### config.mk
export PLATFORM = sky130hd
export DESIGN_NAME = ascii_hex_tx_flat
export DESIGN_NICKNAME = d
export VERILOG_FILES = /design/src/rtl/ascii_pkg.sv /design/src/rtl/ascii_hex_tx_if.sv /design/src/rtl/ascii_hex_tx.sv /design/src/flat_wrapper.sv
export SDC_FILE = /design/constraint.sdc
export NUM_CORES = 1
export LEC_CHECK = 0
export CAP_MARGIN = 20
export CORE_AREA = 4 4 63 65
export DETAILED_ROUTE_END_ITERATION = 8
export DIE_AREA = 0 0 67 69
export PLACE_DENSITY = 0.76
export SETUP_SLACK_MARGIN = 0.5
export SYNTH_ARGS = -nofsm -noshare
export SYNTH_HDL_FRONTEND = slang
export SYNTH_SLANG_ARGS = --single-unit
export TNS_END_PERCENT = 50
### constraint.sdc
create_clock -name clk -period 2.65 [get_ports clk]
set_clock_uncertainty 0.2 [all_clocks]
set_input_delay 0.265 -clock clk [delete_from_list [all_inputs] [get_ports clk]]
set_output_delay 0.265 -clock clk [all_outputs]
set_load 0.03 [all_outputs]
### src/rtl/ascii_pkg.sv
`default_nettype none
// ============================================================================
//  Module      : ascii_pkg
//  Description : Shared ASCII constants, the nibble-to-hex-character encoder
//                and the state encoding of the hex printer.
//  Revision    : 1.0 - initial release
// ============================================================================
package ascii_pkg;

    localparam logic [7:0] ASCII_CR = 8'h0D;
    localparam logic [7:0] ASCII_LF = 8'h0A;
    localparam logic [7:0] ASCII_0  = 8'h30;
    localparam logic [7:0] ASCII_A  = 8'h41;

    // Printer states; the fourth code is unused and recovers to IDLE.
    localparam logic [1:0] IDLE = 2'd0;
    localparam logic [1:0] LOAD = 2'd1;
    localparam logic [1:0] WAIT = 2'd2;

    // Uppercase hex digit for one nibble: 0-9 -> '0'..'9', 10-15 -> 'A'..'F'.
    function automatic logic [7:0] hex2ascii(input logic [3:0] nibble);
        if (nibble < 4'd10) begin
            return ASCII_0 + {4'd0, nibble};
        end
        return ASCII_A + {4'd0, nibble} - 8'd10;
    endfunction

endpackage
`default_nettype wire

### src/rtl/ascii_hex_tx_if.sv
`default_nettype none
// ============================================================================
//  Module      : ascii_hex_tx_if
//  Description : Request-side and UART-side handshake bundle of the hex
//                printer. The slave modport is the printer; the master
//                modport is whatever issues requests and plays the UART.
//  Revision    : 1.0 - initial release
// ============================================================================
interface ascii_hex_tx_if #(
    parameter int NIBBLES = 4
);
    logic                   start;
    logic [4*NIBBLES-1:0]   data;
    logic                   busy;
    logic                   done_tick;
    logic                   tx_start;
    logic [7:0]             tx_din;
    logic                   tx_done_tick;

    modport master (
        output start,
        output data,
        output tx_done_tick,
        input  busy,
        input  done_tick,
        input  tx_start,
        input  tx_din
    );

    modport slave (
        input  start,
        input  data,
        input  tx_done_tick,
        output busy,
        output done_tick,
        output tx_start,
        output tx_din
    );
endinterface
`default_nettype wire

### src/rtl/ascii_hex_tx.sv
`default_nettype none
// ============================================================================
//  Module      : ascii_hex_tx
//  Description : Latches a word, prints it as uppercase ASCII hex (MS nibble
//                first, optional CR LF) one character at a time through the
//                UART transmitter's tx_start / din / tx_done_tick handshake.
//  Revision    : 1.0 - initial release
// ============================================================================
module ascii_hex_tx
    import ascii_pkg::*;
#(
    parameter int NIBBLES   = 4,
    parameter int SEND_CRLF = 1
) (
    input  wire logic       clk,
    input  wire logic       reset,
    ascii_hex_tx_if.slave   bus
);

    localparam int         W    = 4 * NIBBLES;
    localparam int         L    = NIBBLES + 2 * SEND_CRLF;
    localparam logic [3:0] LAST = 4'(L - 1);

    logic [1:0]   r_state;
    logic [3:0]   r_idx;
    logic [W-1:0] r_word;
    logic         r_busy;
    logic         r_done;
    logic         r_tx_start;
    logic [7:0]   r_tx_din;

    logic [3:0]   w_nib;
    logic [7:0]   w_char;

    // Character for the current index: hex digit, then CR, then LF.
    always_comb begin
        w_nib  = 4'd0;
        w_char = 8'h00;
        for (int k = 0; k < NIBBLES; k++) begin
            if (r_idx == 4'(k)) begin
                w_nib = r_word[4*(NIBBLES-1-k) +: 4];
            end
        end
        if (r_idx < 4'(NIBBLES)) begin
            w_char = hex2ascii(w_nib);
        end else if (r_idx == 4'(NIBBLES)) begin
            w_char = ASCII_CR;
        end else begin
            w_char = ASCII_LF;
        end
    end

    // Frame sequencer: accept, strobe each character, wait for its completion.
    always_ff @(posedge clk or posedge reset) begin
        if (reset) begin
            r_state    <= IDLE;
            r_idx      <= 4'd0;
            r_word     <= '0;
            r_busy     <= 1'b0;
            r_done     <= 1'b0;
            r_tx_start <= 1'b0;
            r_tx_din   <= 8'h00;
        end else begin
            r_tx_start <= 1'b0;
            r_done     <= 1'b0;
            case (r_state)
                IDLE: begin
                    r_busy <= 1'b0;
                    if (bus.start) begin
                        r_word  <= bus.data;
                        r_idx   <= 4'd0;
                        r_busy  <= 1'b1;
                        r_state <= LOAD;
                    end
                end
                LOAD: begin
                    // Byte and strobe become visible together next cycle.
                    r_tx_din   <= w_char;
                    r_tx_start <= 1'b1;
                    r_state    <= WAIT;
                end
                WAIT: begin
                    if (bus.tx_done_tick) begin
                        if (r_idx == LAST) begin
                            r_done  <= 1'b1;
                            r_busy  <= 1'b0;
                            r_state <= IDLE;
                        end else begin
                            r_idx   <= r_idx + 4'd1;
                            r_state <= LOAD;
                        end
                    end
                end
                default: begin
                    r_busy  <= 1'b0;
                    r_state <= IDLE;
                end
            endcase
        end
    end

    assign bus.busy      = r_busy;
    assign bus.done_tick = r_done;
    assign bus.tx_start  = r_tx_start;
    assign bus.tx_din    = r_tx_din;

endmodule
`default_nettype wire

### src/flat_wrapper.sv
// flat-port wrapper written by rule: the top's interface ports become plain ports
module ascii_hex_tx_flat import ascii_pkg::*;
#(
    parameter int NIBBLES   = 4,
    parameter int SEND_CRLF = 1
)
  (clk, reset, bus_start, bus_data, bus_tx_done_tick, bus_busy, bus_done_tick, bus_tx_start, bus_tx_din);
  ascii_hex_tx_if #(.NIBBLES(NIBBLES)) bus_i ();
  input  wire logic clk;
  input  wire logic reset;
  input wire logic [$bits(bus_i.start)-1:0] bus_start;
  input wire logic [$bits(bus_i.data)-1:0] bus_data;
  input wire logic [$bits(bus_i.tx_done_tick)-1:0] bus_tx_done_tick;
  output wire logic [$bits(bus_i.busy)-1:0] bus_busy;
  output wire logic [$bits(bus_i.done_tick)-1:0] bus_done_tick;
  output wire logic [$bits(bus_i.tx_start)-1:0] bus_tx_start;
  output wire logic [$bits(bus_i.tx_din)-1:0] bus_tx_din;
  assign bus_i.start = bus_start;
  assign bus_i.data = bus_data;
  assign bus_i.tx_done_tick = bus_tx_done_tick;
  assign bus_busy = bus_i.busy;
  assign bus_done_tick = bus_i.done_tick;
  assign bus_tx_start = bus_i.tx_start;
  assign bus_tx_din = bus_i.tx_din;
  ascii_hex_tx #(.NIBBLES(NIBBLES), .SEND_CRLF(SEND_CRLF)) u_core (.clk(clk), .reset(reset), .bus(bus_i));
endmodule
==> flow_summary_export.csv <==
group,metric,value,unit
timing,whs,0.103,ns
clock_network,cts_sinks,32,
layout,layout-drive-gt1-share,0.326,
clock_network,clk_pin_slew,0.09,ns
pwr,cellLeakagePower,0.913,nW
timing,drv_slew,0,
global_route,grt_first_pass_wirelength,5880,µm
worst_setup_path,cp_cell_sequence,"inv_4 -> ha_4 -> buf_6 -> buf_4 -> a211oi_2 -> a211oi_4 -> and2b_1 -> mux2i_2 -> o21ai_1",
drt,via_per_inst,5.42,
worst_setup_path,cp.required,2.67,ns
clock_network,cts_made_buffers,5,
worst_setup_path,critical-path-max-stage-delay,0.45,ns
timing,setup_tns,0,ns
placement,numPortBuffers,29,
worst_setup_path,worstSetupEndpointType,"flip-flop",
worst_setup_path,crit_fanout,6,
global_route,grt_max_degree,33,
synthesis,async_flop_share,1.00,
layout,area_growth,32.3,%
worst_setup_path,criticalPathCategory,"flip-flop to flip-flop",
synthesis,seq_area_frac_synth,0.471,
drt,drcViolationCount,0,
worst_setup_path,r2r-end,"u_core.bus.tx_din[2]",
drt,drt-pass1-iter-count,4,
floorplan,dieArea,4620,µm²
worst_setup_path,critPathLaunchType,"flip-flop",
layout,antenna_cells,0,
clock_network,hold_buffers,0,
global_route,grt_pass1_vias,1265,
timing,hold_violations,0,
drt,via_count,1278,
placement,dp.final_hpwl,2370,µm
worst_setup_path,reg2reg_depth,9,
timing,setup_viol,0,
layout,layout_common_cells,"30 x dfrtp_1, 29 x clkdlybuf4s50_1, 15 x mux2_2, 12 x nand2_1, 11 x buf_4",
synthesis,syn_nets,174,
layout,fin_area,2250,µm²
global_route,antenna_found_initial,0,
placement,dpl_cell_area,2010,µm²
timing,max_freq,451,MHz
synthesis,ys_ff_latch,32,
status,outcome,"finished, final reports clean",
floorplan,rows,21,
global_route,overflow,0,
layout,mostFrequentLayoutCell,"dfrtp_1",
global_route,grt_util_all_layers,0.164,
drt,final_antenna_net_count,0,
floorplan,initial_utilization,0.509,
worst_setup_path,slowest_stage,"dfrtp_2",
floorplan,num_io_pins,31,
floorplan,die_w,67,µm
clock_network,htreeDepth,2,
synthesis,synth-main-ff-cell,"dfrtp_1",
run,cap_viol_max_count,0,
drt,wl_per_cell,15.4,µm
worst_setup_path,cp-startpoint,"u_core.r_idx[1]",
clock_network,root_buffer,"clkbuf_4",
synthesis,synth_cell_types,38,
pwr,power_density,1360,nW/µm²
worst_setup_path,r2r_setup_slack,0.43,ns
layout,fin_nets,215,
worst_setup_path,crit_end,"u_core.bus.tx_din[2]",
min_path,hold_path.class,"primary input to asynchronous set/reset pin",
synthesis,ys_warn_count,0,
synthesis,syn_area,1700,µm²
timing,finalCritPeriodShare,0.837,
synthesis,synth_edf_count,0,
worst_setup_path,r2r-start,"u_core.r_idx[1]",
floorplan,design.core.area,3340,µm²
synthesis,synth.avg_cell_area,11.4,µm²
clock_network,clock_latency,0.34,ns
timing,rsz0062_at_grt,"true",
pwr,ir_drop,535,µV
placement,place_congestion,0.853,
synthesis,syn-instance-count,149,
drt,wirelength,3640,µm
clock_network,cts_tree,"yes",
clock_network,clockBufferDepth,2,
timing,min_period,2.22,ns
worst_setup_path,arrival,2.24,ns
floorplan,die_height,69,µm
drt,drtIter0Drc,58,
[power breakdown]
part	switching (mW)	internal [mW]
clock network	0.158	0.0974
registers	0.197	0.713
logic	0.921	0.960
total	1.28	1.77
[what timing repair did]
item,in CTS,in global routing
resized for setup,13,11
setup buffers,5,6
pin swaps,4,8
gates cloned,0,0
endpoints found under the setup margin,5,6
[sequential cells by signal (all words and copies together) (netlist names)]
name	flops
u_core.bus.busy	1
u_core.bus.done_tick	1
u_core.bus.tx_din	7
u_core.bus.tx_start	1
u_core.r_idx	4
u_core.r_state	2
u_core.r_word	16
[worst min-delay path by stage]
stage / end / slack (ns) / startpoint / cells after the start
6_report: u_core.bus.tx_din[5] / 0.10 / reset / 3
3_5_place_dp: u_core.bus.tx_din[5] / 0.27 / u_core.bus.tx_din[5] / 2
4_1_cts: u_core.bus.tx_din[5] / 0.11 / reset / 3
3_3_place_gp: u_core.bus.tx_din[6] / 0.27 / u_core.bus.tx_din[6] / 1
2_1_floorplan: u_core.r_state[1] / 0.17 / bus_tx_done_tick / 1
5_1_grt: u_core.bus.tx_din[5] / 0.14 / reset / 3
[cell families after synthesis]
logic type,share of synthesized area
AO/OA/AOI/OAI,0.149
XOR/XNOR,0.0155
adder cells (fa/ha/maj),0.0368
buffers and inverters,0.0493
flip-flops,0.471
multiplexers,0.111
other,0.00221
AND/OR/NAND/NOR,0.164
[metrics by stage]
step	worst slack, ns	instances	util	power, mW
after CTS	0.503	230	0.646	2.81
after global placement	0.336	218	0.603	2.31
after global routing	0.350	236	0.673	3.24
after detailed placement	0.240	218	0.603	2.38
after floorplan	0.488	149	-	2.02
final	0.433	236	0.673	3.05
[cell usage after synthesis, types with 3 or more instances]
cell type	count	share of area
a211oi_2	3	0.022
a211oi_4	3	0.035
a21oi_1	4	0.012
buf_2	4	0.012
dfrtp_1	32	0.47
ha_1	5	0.037
inv_1	6	0.013
mux2_2	15	0.099
nand2_1	12	0.027
nand3b_1	4	0.018
nand4b_1	3	0.015
nor2_1	8	0.018
nor2b_1	4	0.015
nor3b_2	3	0.022
o21ai_0	10	0.029
[per-layer routing]
layer  up-vias  wire (µm)  GRT usage
met5         -          0          0
met4         0         66     0.0811
met3         5        205     0.0584
met2        36       1810      0.253
met1       632       1550      0.199
li1        605          -          -
[worst max-delay path, delay by kind of cell, from the launching register on]
| family | cells | cell delay (ns) |
|---|---|---|
| AO/OA/AOI/OAI | 3 | 0.55 |
| flip-flops | 1 | 0.45 |
| buffers and inverters | 3 | 0.32 |
| AND/OR/NAND/NOR | 1 | 0.24 |
| adder cells (fa/ha/maj) | 1 | 0.18 |
| multiplexers | 1 | 0.15 |
[final cells by class]
cell class / instances / area, µm²
inverters: 7 / 31.3
flip-flops and latches: 32 / 803
well taps: 46 / 57.6
fillers: 268 / 1090
repair buffers: 42 / 404
clock buffers: 6 / 41.3
clock inverters: 1 / 5.00
multi-input cells: 102 / 905
No activity file was read; power rests on OpenSTA's default activity.
